===== src/rtl/motor_seq_pkg.sv =====
// motor_seq_pkg: register map, FSM state encoding and register bit positions
// shared by the motor sequencer and its testbench.
package motor_seq_pkg;

  localparam logic [4:0] OFF_CTRL     = 5'h00;
  localparam logic [4:0] OFF_STATUS   = 5'h04;
  localparam logic [4:0] OFF_TARGET   = 5'h08;
  localparam logic [4:0] OFF_ACCEL    = 5'h0C;
  localparam logic [4:0] OFF_STEPS    = 5'h10;
  localparam logic [4:0] OFF_REMAIN   = 5'h14;
  localparam logic [4:0] OFF_RAMP_DIV = 5'h18;

  localparam int CTRL_START  = 0;
  localparam int CTRL_ABORT  = 1;
  localparam int CTRL_DIR    = 2;
  localparam int CTRL_IRQ_EN = 3;

  localparam int STAT_BUSY     = 0;
  localparam int STAT_DONE     = 1;
  localparam int STAT_ABORTED  = 2;
  localparam int STAT_STATE_LO = 4;

  typedef enum logic [1:0] {
    ST_IDLE   = 2'd0,
    ST_ACCEL  = 2'd1,
    ST_CRUISE = 2'd2,
    ST_DECEL  = 2'd3
  } state_t;

  // Merge a bus write into an existing 32-bit register honouring byte enables.
  function automatic logic [31:0] be_merge(input logic [31:0] old_val,
                                           input logic [31:0] new_val,
                                           input logic [3:0]  be);
    logic [31:0] res;
    for (int i = 0; i < 4; i++) begin
      res[i*8 +: 8] = be[i] ? new_val[i*8 +: 8] : old_val[i*8 +: 8];
    end
    return res;
  endfunction

endpackage


===== src/rtl/motor_sequencer_ramp_ticker.sv =====
// ramp_ticker: 32-bit down-counting prescaler. Emits a one-cycle tick each
// time the count reaches zero, then reloads; clear forces a reload.
module ramp_ticker (
  input  logic        clk_sys,
  input  logic        rst_b,
  input  logic        clear,
  input  logic        enable,
  input  logic [31:0] load_val,
  output logic        tick
);

  logic [31:0] cnt_q;

  assign tick = enable && (cnt_q == '0);

  // Terminal-count down-counter with reload on tick or clear.
  always_ff @(posedge clk_sys) begin
    if (!rst_b) begin
      cnt_q <= '0;
    end else if (clear) begin
      cnt_q <= load_val;
    end else if (enable) begin
      cnt_q <= tick ? load_val : cnt_q - 32'd1;
    end
  end

endmodule


===== src/rtl/motor_sequencer.sv =====
// motor_sequencer: memory-mapped trapezoidal-ramp motion controller.
// Optional feature: define MOTOR_SEQ_IRQ_EN to implement IRQ_EN and irq_out.
//
// state  | meaning
// IDLE   | no move; speed parked at MIN_SPEED, step_enable low
// ACCEL  | ramping speed up by ACCEL per tick, counting ramp steps
// CRUISE | holding TARGET speed
// DECEL  | ramping down towards MIN_SPEED until REMAIN hits 0
module motor_sequencer
  import motor_seq_pkg::*;
#(
  parameter logic [31:0]        BASE_ADDR = 32'h1000_0000,
  parameter int unsigned        SPEED_W   = 16,
  parameter logic [SPEED_W-1:0] MIN_SPEED = SPEED_W'(10)
) (
  input  logic               clk_in,
  input  logic               reset_n_in,
  input  logic [31:0]        addr_in,
  input  logic [31:0]        data_in,
  input  logic [3:0]         byte_en_in,
  input  logic               wr_in,
  input  logic               rd_in,
  output logic [31:0]        data_out,
  input  logic               step_pulse_in,
  output logic [SPEED_W-1:0] speed_out,
  output logic               step_enable_out,
  output logic               dir_out,
  output logic               busy_out,
  output logic               irq_out
);

  state_t             state_q, state_n;
  logic [SPEED_W-1:0] speed_q, speed_n, target_q, accel_q;
  logic [SPEED_W:0]   sum_up, floor_lvl;
  logic [31:0]        steps_q, remain_q, remain_n, ramp_steps_q, ramp_steps_n, ramp_div_q;
  logic [31:0]        merged_target, merged_accel, merged_steps, merged_div, rdata;
  logic [4:0]         word_off;
  logic               dir_q, irq_en_q, done_q, aborted_q, done_d, aborted_d, step_prev_q;
  logic               sel, wr_hit, rd_hit, wr_ctrl, start_req, abort_req, w1c_done, w1c_aborted;
  logic               busy, step_edge, tick, ticker_clear, set_done, set_aborted;
  logic               unused_bits;

  assign sel         = (addr_in[31:5] == BASE_ADDR[31:5]);
  assign word_off    = {addr_in[4:2], 2'b00};
  assign wr_hit      = wr_in & sel;
  assign rd_hit      = rd_in & sel;
  assign wr_ctrl     = wr_hit && (word_off == OFF_CTRL) && byte_en_in[0];
  assign start_req   = wr_ctrl & data_in[CTRL_START];
  assign abort_req   = wr_ctrl & data_in[CTRL_ABORT];
  assign w1c_done    = wr_hit && (word_off == OFF_STATUS) && byte_en_in[0] && data_in[STAT_DONE];
  assign w1c_aborted = wr_hit && (word_off == OFF_STATUS) && byte_en_in[0] && data_in[STAT_ABORTED];

  assign busy      = (state_q != ST_IDLE);
  assign step_edge = step_pulse_in & ~step_prev_q;
  assign sum_up    = {1'b0, speed_q} + {1'b0, accel_q};
  assign floor_lvl = {1'b0, MIN_SPEED} + {1'b0, accel_q};

  // A fresh DONE/ABORTED event beats a simultaneous write-one-to-clear.
  assign done_d    = set_done | (done_q & ~w1c_done);
  assign aborted_d = set_aborted | (aborted_q & ~w1c_aborted);

  assign merged_target = be_merge(32'(target_q), data_in, byte_en_in);
  assign merged_accel  = be_merge(32'(accel_q), data_in, byte_en_in);
  assign merged_steps  = be_merge(steps_q, data_in, byte_en_in);
  assign merged_div    = be_merge(ramp_div_q, data_in, byte_en_in);
  assign unused_bits   = ^{addr_in[1:0], merged_target[31:SPEED_W], merged_accel[31:SPEED_W]};

  assign busy_out        = busy;
  assign step_enable_out = busy;
  assign speed_out       = speed_q;
  assign dir_out         = dir_q;

  ramp_ticker u_ticker (
    .clk_sys  (clk_in),
    .rst_b    (reset_n_in),
    .clear    (ticker_clear),
    .enable   (busy),
    .load_val (ramp_div_q),
    .tick     (tick)
  );

  // Next-state, speed ramp and step bookkeeping.
  always_comb begin
    state_n      = state_q;
    speed_n      = speed_q;
    remain_n     = remain_q;
    ramp_steps_n = ramp_steps_q;
    set_done     = 1'b0;
    set_aborted  = 1'b0;
    ticker_clear = 1'b0;
    if (state_q == ST_IDLE) begin
      if (start_req) begin
        ticker_clear = 1'b1;
        if (steps_q == '0) begin
          set_done = 1'b1;
        end else begin
          remain_n     = steps_q;
          ramp_steps_n = '0;
          speed_n      = MIN_SPEED;
          state_n      = (target_q <= MIN_SPEED) ? ST_CRUISE : ST_ACCEL;
        end
      end
    end else if (abort_req) begin
      state_n     = ST_IDLE;
      set_aborted = 1'b1;
      speed_n     = MIN_SPEED;
    end else begin
      if (step_edge) begin
        remain_n = remain_q - 32'd1;
        if (state_q == ST_ACCEL) ramp_steps_n = ramp_steps_q + 32'd1;
      end
      if (tick && state_q == ST_ACCEL) begin
        speed_n = (sum_up >= {1'b0, target_q}) ? target_q : sum_up[SPEED_W-1:0];
      end else if (tick && state_q == ST_DECEL) begin
        speed_n = ({1'b0, speed_q} < floor_lvl) ? MIN_SPEED : speed_q - accel_q;
      end
      if (remain_n == '0) begin
        state_n  = ST_IDLE;
        set_done = 1'b1;
        speed_n  = MIN_SPEED;
      end else if (state_q != ST_DECEL && remain_n <= ramp_steps_n) begin
        state_n = ST_DECEL;
      end else if (state_q == ST_ACCEL && speed_n == target_q) begin
        state_n = ST_CRUISE;
      end
    end
  end

  // FSM state and motion datapath registers.
  always_ff @(posedge clk_in) begin
    if (!reset_n_in) begin
      state_q      <= ST_IDLE;
      speed_q      <= MIN_SPEED;
      remain_q     <= '0;
      ramp_steps_q <= '0;
      step_prev_q  <= 1'b0;
    end else begin
      state_q      <= state_n;
      speed_q      <= speed_n;
      remain_q     <= remain_n;
      ramp_steps_q <= ramp_steps_n;
      step_prev_q  <= step_pulse_in;
    end
  end

  // Configuration registers; move parameters are frozen while busy.
  always_ff @(posedge clk_in) begin
    if (!reset_n_in) begin
      target_q   <= MIN_SPEED;
      accel_q    <= SPEED_W'(1);
      steps_q    <= '0;
      ramp_div_q <= '0;
      dir_q      <= 1'b0;
      done_q     <= 1'b0;
      aborted_q  <= 1'b0;
    end else begin
      done_q    <= done_d;
      aborted_q <= aborted_d;
      if (wr_hit && !busy) begin
        case (word_off)
          OFF_TARGET:   target_q   <= merged_target[SPEED_W-1:0];
          OFF_ACCEL:    accel_q    <= merged_accel[SPEED_W-1:0];
          OFF_STEPS:    steps_q    <= merged_steps;
          OFF_RAMP_DIV: ramp_div_q <= merged_div;
          OFF_CTRL:     if (byte_en_in[0]) dir_q <= data_in[CTRL_DIR];
          default: ;
        endcase
      end
    end
  end

`ifdef MOTOR_SEQ_IRQ_EN
  logic irq_en_d;
  assign irq_en_d = wr_ctrl ? data_in[CTRL_IRQ_EN] : irq_en_q;

  // IRQ enable and level interrupt built from next-state values so irq tracks DONE without lag.
  always_ff @(posedge clk_in) begin
    if (!reset_n_in) begin
      irq_en_q <= 1'b0;
      irq_out  <= 1'b0;
    end else begin
      irq_en_q <= irq_en_d;
      irq_out  <= done_d & irq_en_d;
    end
  end
`else
  assign irq_en_q = 1'b0;
  assign irq_out  = 1'b0;
`endif

  // Read mux for the selected register.
  always_comb begin
    rdata = '0;
    case (word_off)
      OFF_CTRL:     rdata = {28'b0, irq_en_q, dir_q, 2'b00};
      OFF_STATUS:   rdata = {26'b0, 2'(state_q), 1'b0, aborted_q, done_q, busy};
      OFF_TARGET:   rdata = 32'(target_q);
      OFF_ACCEL:    rdata = 32'(accel_q);
      OFF_STEPS:    rdata = steps_q;
      OFF_REMAIN:   rdata = remain_q;
      OFF_RAMP_DIV: rdata = ramp_div_q;
      default:      rdata = '0;
    endcase
  end

  // Registered read data, zero when not selected so buses can be ORed.
  always_ff @(posedge clk_in) begin
    if (!reset_n_in) data_out <= '0;
    else             data_out <= rd_hit ? rdata : '0;
  end

endmodule


===== config.mk =====
export PLATFORM = sky130hd
export DESIGN_NAME = motor_sequencer
export DESIGN_NICKNAME = d
export VERILOG_FILES = /design/src/rtl/motor_seq_pkg.sv /design/src/rtl/motor_sequencer_ramp_ticker.sv /design/src/rtl/motor_sequencer.sv
export SDC_FILE = /design/constraint.sdc
export NUM_CORES = 1
export LEC_CHECK = 0
export ABC_AREA = 0
export CORE_ASPECT_RATIO = 0.75
export CORE_UTILIZATION = 45
export CTS_BUF_LIST = sky130_fd_sc_hd__clkbuf_4
export DETAILED_ROUTE_END_ITERATION = 8
export GPL_TIMING_DRIVEN = 0
export PLACE_DENSITY = 0.66
export SYNTH_ARGS = -nofsm -noshare
export SYNTH_HDL_FRONTEND = slang
export SYNTH_SLANG_ARGS = --single-unit

===== constraint.sdc =====
create_clock -name clk_in -period 5.1 [get_ports clk_in]
set_input_delay 1.02 -clock clk_in [delete_from_list [all_inputs] [get_ports clk_in]]
set_output_delay 1.02 -clock clk_in [all_outputs]
set_load 0.03 [all_outputs]

==> impl_metrics.yaml <==
clock_network:
  clk_pin_slew_ns: 0.07
  insertion_delay_ns: 0.84
  clockBufferDepth: 3
  cts_sinks: 246
  cts.hold.buffers_added: 0
  tritoncts: "built"
  cts_max_level: 3
  cts_made_buffers: 68
  root_buffer: "clkbuf_4"
logic_synthesis:
  synth.distinct_cells: 90
  yosysTopAreaCellShare_pct: 29.4
  synth_area_leaders: "dfxtp_1 (29%), a21oi_1 (7.7%), ha_1 (7.3%), nor2_1 (7.1%), nand2_1 (6.0%)"
  synth_area_um2: 16700
  synth_commonest_cells: "nor2_1 (315), nand2_1 (266), a21oi_1 (257)"
  syn-num-nets: 2443
  yosysWarnings: 0
  seq_area_frac_synth_pct: 29.4
  ys_async_sr_fraction_pct: 0
  avgSynthCellArea_um2: 7.37
  synth.most_common_cell: "nor2_1"
  synth_edf_count: 0
  ys_ff_latch: 246
  netlist_instances: 2271
  yosysTopAreaCell: "dfxtp_1"
  synth_flop_cell: "dfxtp_1"
power_and_ir_drop:
  power_mw: 4.10
  peakVddDrop_mv: 0.147
  switching_share_pct: 27.6
  power_frac_clock_pct: 46.1
  pwr-share-comb_pct: 7.2
  p_int_mw: 2.97
  p_per_area_nw_per_um2: 206
  p_sw_mw: 1.13
  leakagePower_nw: 7.59
  seqPwrFrac_pct: 46.7
finish:
  multi_input_area_um2: 11300
  syn2layout_area_growth_pct: 19.3
  drive_gt1_share_pct: 9.77
  ff_latch_area_um2: 4960
  fin_util_pct: 55.0
  n_fill_cell: 3542
  final_nets: 2645
  fin_area_um2: 20000
global_route:
  grt_max_degree: 12
  grt_pass1_vias: 17100
  grt_usage_pct: 38.2
  grt_overflow: 0
  grt_pass1_wl_mm: 108
  grt_antenna_before_repair: 4
critical_path:
  startpoint: "speed_out[0]"
  worstSetupStartpointType: "flip-flop"
  setup.worst_path.end_class: "flip-flop"
  criticalPathCategory: "flip-flop to flip-flop"
  r2r_start: "speed_out[0]"
  cp-endpoint: "state_q[0]"
  critPathMaxFanout: 5
  rrSetupSlack_ns: -0.31
  arrival_ns: 6.14
  reg2regPathDepth: 22
  crit_required_ns: 5.82
  timing.rr.end: "state_q[0]"
timing:
  finalMaxSlewViolations: 0
  hold_viol: 0
  final_period_minus_worst_setup_slack_ns: 5.41
  tns_ns: -0.862
  period_share_pct: 106
  slew_headroom_pct: 18.9
  max_slew.worst_pin.slew_ns: 1.20
  clock_skew_ns: 0.0997
  setup_ws_ns: -0.312
  rsz0062_at_grt: "true"
  fmax_mhz: 185
  finalSetupViolations: 7
floorplanning:
  die_w_um: 225
  die_height_um: 169
  die_area_um2: 38000
  rows: 60
  io_pins: 125
  start_util_pct: 46.1
  core_um2: 36300
routing:
  drt-total-wl_mm: 73.4
  vias: 18800
  ant_nets: 0
  vias_per_cell: 6.24
  drt_iter0_markers: 2877
  wire_per_inst_um: 24.3
  drc: 0
  drtPass1Iterations: 6
run:
  max_cap_violations: 0
placed_design:
  place_congestion: 0.991
  postPlaceCellArea_um2: 18500
  dp_hpwl_mm: 56.3
  io_buffers: 117
outcome:
  status: "complete, but fails checks"
  violations: "setup timing"
worst_hold_path:
  hold_path.class: "flip-flop to flip-flop"
worst min path at each step:
stage | cells past startpoint | startpoint | end
floorplan | 2 | aborted_q | aborted_q
global placement | 2 | aborted_q | aborted_q
detailed placement | 2 | u_ticker.cnt_q[1] | u_ticker.cnt_q[1]
CTS | 2 | u_ticker.cnt_q[1] | u_ticker.cnt_q[1]
global route | 2 | target_q[7] | target_q[7]
finish | 2 | u_ticker.cnt_q[1] | u_ticker.cnt_q[1]
power groups by stage:
stage	logic (mW)	clock network [mW]	registers (mW)
2_1_floorplan	0.141	0	1.96
3_3_place_gp	0.276	0	1.96
3_5_place_dp	0.281	0	1.96
4_1_cts	0.284	1.89	1.92
5_1_grt	0.310	2.00	1.92
6_report	0.295	1.89	1.92
repair_timing:
| action | CTS | global route |
|---|---|---|
| buffers inserted | 14 | 4 |
| resized for setup | 86 | 24 |
| pin swaps | 22 | 12 |
| endpoints found under the setup margin | 54 | 29 |
flip-flops by register name, indices dropped and copies added (netlist names), 16 cells and up:
register,count
data_out,32
ramp_div_q,32
ramp_steps_q,32
remain_q,32
steps_q,32
u_ticker.cnt_q,32
accel_q,16
speed_out,16
target_q,16
per-stage QoR:
stage / cells / setup WS, ns / hold WS [ns]
2_1_floorplan: 2271 / 0.00523 / 0.433
3_3_place_gp: 2884 / -1.84 / 0.457
3_5_place_dp: 2884 / -1.80 / 0.464
4_1_cts: 3011 / -0.288 / 0.474
5_1_grt: 3017 / -0.474 / 0.500
6_report: 3017 / -0.312 / 0.477
critical path, cell delays in order (launching register included):
cell	delay, ns
dfxtp_4	0.36
ha_4	0.13
inv_2	0.04
fa_2	0.36
o21ba_4	0.22
or4_4	0.49
a2111oi_4	0.33
buf_6	0.19
o21a_1	0.12
nor4_1	0.04
nand4b_1	0.26
inv_2	0.12
ha_4	0.14
nand3_1	0.09
o311a_4	0.43
and2_4	0.19
o311ai_4	0.09
nand4b_1	0.22
or4b_1	0.54
or4_4	0.44
a311oi_2	0.21
nand3_2	0.14
o21a_1	0.20
cells by family after synthesis:
group | after synthesis | synth area share [%]
compound gates | 586 | 22.0
xor+xnor | 102 | 5.34
fa+ha+maj | 99 | 7.50
buf+inv | 220 | 5.08
flops | 246 | 29.4
mux | 63 | 3.87
other cells | 1 | 0.0224
simple gates | 954 | 26.8
per-layer routing:
metal | track usage, % | vias to the layer above | wire length (um)
met5 | 0 | - | 0
met4 | 8.58 | 0 | 1470
met3 | 12.3 | 126 | 10500
met2 | 49.8 | 1218 | 27600
met1 | 59.1 | 8934 | 33900
li1 | - | 8536 | -
cells in the final DEF (no fill, tap or decap), drive strengths merged, types with 10 or more instances in the layout:
cell type,count
clkdlybuf4s50,117
o21ai,107
nand3,92
or3,16
clkinv,12
xnor2,69
a22oi,27
o21a,14
a221oi,10
ha,97
nand4,32
a21oi,258
and4,10
nor2,316
and2,22
or4,13
o31a,12
xor2,33
nor4,35
a31oi,10
and3,15
nor3,71
nand3b,14
a21o,17
dfxtp,246
a222oi,12
mux2i,58
clkbuf,221
nor2b,18
o31ai,10
buf,32
a22o,13
a211oi,20
inv,82
nand2b,13
nand2,266
cell type report:
class,count,share of cell area [%]
multi-input cells,1805,56.8
flip-flops and latches,246,24.8
repair buffers,135,6.57
clock buffers,100,3.76
well taps,496,3.11
plain buffers,135,2.83
inverters,82,1.54
clock inverters,15,0.477
diodes,3,0.0376
No activity file was read; power rests on OpenSTA's default activity.
